===== config.mk =====
export PLATFORM = sky130hd
export DESIGN_NAME = uart_boot_loader
export DESIGN_NICKNAME = d
export VERILOG_FILES = /design/src/rtl/uart_boot_loader.sv
export SDC_FILE = /design/constraint.sdc
export NUM_CORES = 1
export LEC_CHECK = 0
export CAP_MARGIN = 20
export CORE_MARGIN = 1
export CORE_UTILIZATION = 40
export DETAILED_ROUTE_END_ITERATION = 12
export HOLD_SLACK_MARGIN = 0.12
export SLEW_MARGIN = 20
export SYNTH_ARGS = -nofsm -noshare
export SYNTH_HDL_FRONTEND = slang
export SYNTH_SLANG_ARGS = --single-unit
export TNS_END_PERCENT = 50

===== constraint.sdc =====
create_clock -name clk -period 2.1 [get_ports clk]
set_input_delay 0.42 -clock clk [delete_from_list [all_inputs] [get_ports clk]]
set_output_delay 0.42 -clock clk [all_outputs]
set_load 0.03 [all_outputs]

===== src/rtl/uart_boot_loader.sv =====
`default_nettype none
// ============================================================================
// Module   : uart_boot_loader
// Purpose  : UART 8N1 receiver feeding an image loader that writes 32-bit
//            words to program RAM and releases the core on a valid checksum.
// Revision : 1.0
// ============================================================================
module uart_boot_loader #(
   parameter int CLKS_PER_BIT = 434,
   parameter int ADDR_W       = 8
) (
   input  logic              clk,
   input  logic              rst,
   input  logic              rx,
   output logic              mem_we,
   output logic [ADDR_W-1:0] mem_addr,
   output logic [31:0]       mem_wdata,
   output logic              core_hold,
   output logic              done,
   output logic              err
);

   localparam int              TW          = $clog2(CLKS_PER_BIT + 1);
   localparam logic [TW-1:0]   C_BIT_LAST  = TW'(CLKS_PER_BIT - 1);
   localparam logic [TW-1:0]   C_HALF_LAST = TW'(CLKS_PER_BIT / 2 - 1);
   localparam logic [32:0]     C_MAX_WORDS = 33'd1 << ADDR_W;

   localparam logic [1:0] UART_IDLE  = 2'd0;
   localparam logic [1:0] UART_START = 2'd1;
   localparam logic [1:0] UART_DATA  = 2'd2;
   localparam logic [1:0] UART_STOP  = 2'd3;

   localparam logic [2:0] LD_HDR_LO = 3'd0;
   localparam logic [2:0] LD_HDR_HI = 3'd1;
   localparam logic [2:0] LD_DATA   = 3'd2;
   localparam logic [2:0] LD_CSUM   = 3'd3;
   localparam logic [2:0] LD_DONE   = 3'd4;
   localparam logic [2:0] LD_ERROR  = 3'd5;

   logic              r_rx_meta;
   logic              r_rx_sync;
   logic [1:0]        r_ustate;
   logic [TW-1:0]     r_timer;
   logic [2:0]        r_bit_cnt;
   logic [7:0]        r_shift;

   logic [2:0]        r_lstate;
   logic [7:0]        r_n_lo;
   logic [15:0]       r_words_left;
   logic [1:0]        r_byte_idx;
   logic [7:0]        r_csum;
   logic [ADDR_W-1:0] r_addr;
   logic [31:0]       r_wdata;
   logic              r_we;

   logic              w_stop_sample;
   logic              w_byte_ok;
   logic              w_frame_err;
   logic [15:0]       w_hdr_n;

   assign w_stop_sample = (r_ustate == UART_STOP) && (r_timer == C_BIT_LAST);
   assign w_byte_ok     = w_stop_sample &&  r_rx_sync;
   assign w_frame_err   = w_stop_sample && !r_rx_sync;
   assign w_hdr_n       = {r_shift, r_n_lo};

   always_ff @(posedge clk) begin
      if (rst) begin
         r_rx_meta <= 1'b1;
         r_rx_sync <= 1'b1;
         r_ustate  <= UART_IDLE;
         r_timer   <= '0;
         r_bit_cnt <= '0;
         r_shift   <= '0;
      end else begin
         r_rx_meta <= rx;
         r_rx_sync <= r_rx_meta;
         case (r_ustate)
            UART_IDLE: begin
               if (!r_rx_sync) begin
                  r_ustate <= UART_START;
                  r_timer  <= '0;
               end
            end
            UART_START: begin
               if (r_timer == C_HALF_LAST) begin
                  r_timer   <= '0;
                  r_bit_cnt <= '0;
                  r_ustate  <= r_rx_sync ? UART_IDLE : UART_DATA;
               end else begin
                  r_timer <= r_timer + 1'b1;
               end
            end
            UART_DATA: begin
               if (r_timer == C_BIT_LAST) begin
                  r_timer   <= '0;
                  r_shift   <= {r_rx_sync, r_shift[7:1]};
                  r_bit_cnt <= r_bit_cnt + 1'b1;
                  if (r_bit_cnt == 3'd7) r_ustate <= UART_STOP;
               end else begin
                  r_timer <= r_timer + 1'b1;
               end
            end
            default: begin
               if (r_timer == C_BIT_LAST) begin
                  r_timer  <= '0;
                  r_ustate <= UART_IDLE;
               end else begin
                  r_timer <= r_timer + 1'b1;
               end
            end
         endcase
      end
   end

   always_ff @(posedge clk) begin
      if (rst) begin
         r_lstate     <= LD_HDR_LO;
         r_n_lo       <= '0;
         r_words_left <= '0;
         r_byte_idx   <= '0;
         r_csum       <= '0;
         r_addr       <= '0;
         r_wdata      <= '0;
         r_we         <= 1'b0;
      end else begin
         r_we <= 1'b0;
         if (r_we) r_addr <= r_addr + 1'b1;
         if (w_frame_err && r_lstate != LD_DONE && r_lstate != LD_ERROR) begin
            r_lstate <= LD_ERROR;
         end else if (w_byte_ok) begin
            case (r_lstate)
               LD_HDR_LO: begin
                  r_n_lo   <= r_shift;
                  r_lstate <= LD_HDR_HI;
               end
               LD_HDR_HI: begin
                  if ({17'd0, w_hdr_n} > C_MAX_WORDS) begin
                     r_lstate <= LD_ERROR;
                  end else if (w_hdr_n == 16'd0) begin
                     r_lstate <= LD_CSUM;
                  end else begin
                     r_lstate     <= LD_DATA;
                     r_words_left <= w_hdr_n;
                     r_byte_idx   <= '0;
                  end
               end
               LD_DATA: begin
                  r_csum                          <= r_csum ^ r_shift;
                  r_wdata[{r_byte_idx, 3'b000} +: 8] <= r_shift;
                  r_byte_idx                      <= r_byte_idx + 1'b1;
                  // The write fires next cycle even if the loader moves to CSUM now.
                  if (r_byte_idx == 2'd3) begin
                     r_we         <= 1'b1;
                     r_words_left <= r_words_left - 1'b1;
                     if (r_words_left == 16'd1) r_lstate <= LD_CSUM;
                  end
               end
               LD_CSUM: begin
                  r_lstate <= (r_shift == r_csum) ? LD_DONE : LD_ERROR;
               end
               default: ;
            endcase
         end
      end
   end

   assign mem_we    = r_we;
   assign mem_addr  = r_addr;
   assign mem_wdata = r_wdata;
   assign core_hold = (r_lstate != LD_DONE);
   assign done      = (r_lstate == LD_DONE);
   assign err       = (r_lstate == LD_ERROR);

endmodule
`default_nettype wire


==> run summary <==
Outcome = finished clean
Register clock-pin slew on the reported worst setup and hold paths = 0.08 ns
Setup Skew = 0.00992 ns
Pwr Density = 604 nW/um2
Part of the cycle the worst path needs = 98.4%
Tmin final = 2.07 ns
Antenna viol nets, final = 0
Syn_nets = 616
Filler cells = 1114
# setup viols final = 0
Most frequent cells in the layout = dfxtp_1 (100), nor2_1 (66), nand2_1 (65)
Per-cell routed wire length = 16.2 um
HPWL after DPL = 8.74 mm
Cells after synthesis = 599
Main synth FF type = dfxtp_1
Commonest non-fill, non-tap cell in the layout = dfxtp_1
Post-Route WL = 13.3 mm
Yosys top cell area share = 41.7%
Peak VDD IR = 460 uV
Area of the core = 12000 um2
Root Driver = clkbuf_16
CP Max Fanout = 10
Crit path required time = 2.38 ns
Setup CP Type = reg2reg
Dpl cell area = 5830 um2
Register area share after synthesis = 41.7%
Clock power share = 46.5%
Int Pwr = 2.94 mW
Mapped Area = 4890 um2
Post-DR vias/cell = 5.53
Synth area leader = dfxtp_1
Initial Util = 40.9%
Adder-Cell Fraction of Synth Area = 3.58%
RSZ-0062 raised after global routing = yes
Sequential Power Share = 51.4%
Starting DRT DRC Count = 205
MaxCap Viol Count = 0
Wire length on met3 = 712 um
Die ar. = 12700 um2
GP Congestion = 0.817
Die H = 113 um
Number of synthesized flops with an enable pin = 0
Global-route wire length before repair = 21.7 mm
Vias = 4546
Largest net degree at the start of global routing = 33
Top cells by area, synth = dfxtp_1 (42%), a21oi_1 (6.0%), nand3_1 (6.0%)
CTS buffer count = 9
H-tree Lvls = 3
Layout Nets = 687
Layout cells sized above 1 = 15.6%
All-Layer GR Usage = 21.5%
Grt ovf = 0
NetSw = 838 uW
Clock Sinks = 102
Pre-antenna DRT Iters = 5
CP Capture Type = register
Final Hold Viols = 0
Syn avg cell area = 8.17 um2
Post-synth cell types = 60
Max clock buf depth = 2
Max Used Layer = met4
HP Class = reg2reg
Register bit total from synthesis = 102
Largest family of logic cells by synthesized area = simple AND/OR/NAND/NOR gates
Least-Margin Pin Slew = 0.475 ns
Xor and xnor area share after synthesis = 5.37%
Critical path arrival = 2.35 ns
Area grow syn2layout = 28.0%
CTS tree = yes
Leak Pwr = 2.34 nW
Async S/R FF share, synth = 0%
Antenna violations before repair = 0
Wl on met1 = 6.03 mm
Final Cell Area = 6260 um2
Critical path startpoint category = register
Final Max Tran Viols = 0
WL met2 = 6.34 mm
Final hold slack = 0.416 ns
I/O Buffers = 46
I/O Pins = 47
Combinational group share of total power = 2.1%
Synth Area in Compound Gates = 14.4%
Synth warnings = 0
Max_slew headroom = 68.0%
Residual DRC count = 0
Rows = 40
Clock latency on the worst-skew pair = 0.36 ns
Fmax = 0.484 GHz
Hold buffers post-CTS = 0
Die Wd = 113 um
Portion of netlist area occupied by mux cells = 4.14%
Antenna cells = 0
Sw Ratio = 22.2%
Number of global-route vias before repair = 4484
Simple-gate share of the synthesized area = 26.5%
## layout make-up
type / count / area, um2 / share of cell area, %
multi-input cells: 443 / 2750 / 43.9
repair buffers: 103 / 932 / 14.9
inverters: 11 / 41.3 / 0.660
clock inverters: 5 / 66.3 / 1.06
well taps: 147 / 184 / 2.94
flip-flops and latches: 102 / 2040 / 32.7
clock buffers: 11 / 243 / 3.88
## worst paths after layout
kind | startpoint | to | slack [ns] | depth (start not counted)
worst max-delay path | r_n_lo[3]$_SDFFE_PP0P_ | r_words_left[10]$_SDFFE_PP0P_ | 0.03 | 7
worst min-delay path | r_rx_meta$_SDFF_PP1_ | r_rx_sync$_SDFF_PP1_ | 0.42 | 1
worst max register to register | r_n_lo[3]$_SDFFE_PP0P_ | r_words_left[10]$_SDFFE_PP0P_ | 0.03 | 7
worst min register to register | r_rx_meta$_SDFF_PP1_ | r_rx_sync$_SDFF_PP1_ | 0.42 | 1
## Yosys cell counts (8+ instances only)
cell      number
clkbuf_1      33
ha_1          14
o21ai_0       18
a21oi_1       59
nand2_1       65
mux2i_1       18
dfxtp_1      102
nand4_1        9
nor2_1        67
nor4_1         9
buf_2          8
inv_1         11
nor3_1        12
xor2_1        23
nand3_1       59
## kinds of logic (layout without fill, tap and decap cells)
logic type,Yosys count,count (layout)
XOR/XNOR,30,30
AND/OR/NAND/NOR,263,263
AO/OA/AOI/OAI,117,117
multiplexers,19,19
flip-flops,102,102
adder cells (fa/ha/maj),14,14
buffers and inverters,54,130
## metal layers
layer	vias to the layer above	track usage, %
met5	-	0
met4	0	6.22
met3	18	5.72
met2	120	35.9
met1	2174	27.1
li1	2234	-
## stage by stage
step           worst slack (ns)  setup TNS (ns)  instances  total power, mW  utilization [%]
2_1_floorplan            0.0398               0        599             2.04                -
3_3_place_gp            -0.0564          -0.141        805             2.06             48.7
3_5_place_dp             -0.100          -0.403        805             2.07             48.7
4_1_cts                  0.0174               0        821             3.82             51.5
5_1_grt                 -0.0516          -0.702        822             3.91             52.3
6_report                 0.0335               0        822             3.78             52.3
## power groups by stage
| stage | clock network, mW | registers, mW | logic, mW |
|---|---|---|---|
| 3_3_place_gp | 0 | 1.99 | 0.0780 |
| 5_1_grt | 1.88 | 1.94 | 0.0891 |
| 4_1_cts | 1.80 | 1.94 | 0.0789 |
| 2_1_floorplan | 0 | 1.99 | 0.0530 |
| 6_report | 1.76 | 1.94 | 0.0809 |
| 3_5_place_dp | 0 | 1.99 | 0.0792 |
## registers in the layout, indices dropped and copies added, names as in the netlist
signal        cells
r_byte_idx        2
r_timer           9
r_ustate          2
r_csum            8
r_bit_cnt         3
r_n_lo            8
r_lstate          3
r_rx_meta         1
mem_we            1
mem_wdata        32
r_rx_sync         1
mem_addr          8
r_words_left     16
r_shift           8
## worst max-delay path: stages (launching register included)
cell	delay (ns)
dfxtp_2	0.32
or4_4	0.56
o211a_1	0.27
buf_6	0.14
o311ai_4	0.30
buf_6	0.19
o21ai_1	0.08
a21oi_1	0.14
## what timing repair did
action,in CTS,in global routing
pin swaps,1,8
gates resized for setup,9,25
buffers inserted,0,1
setup endpoints to repair,16,58
Note: power is estimated with default switching activity, not from simulation.
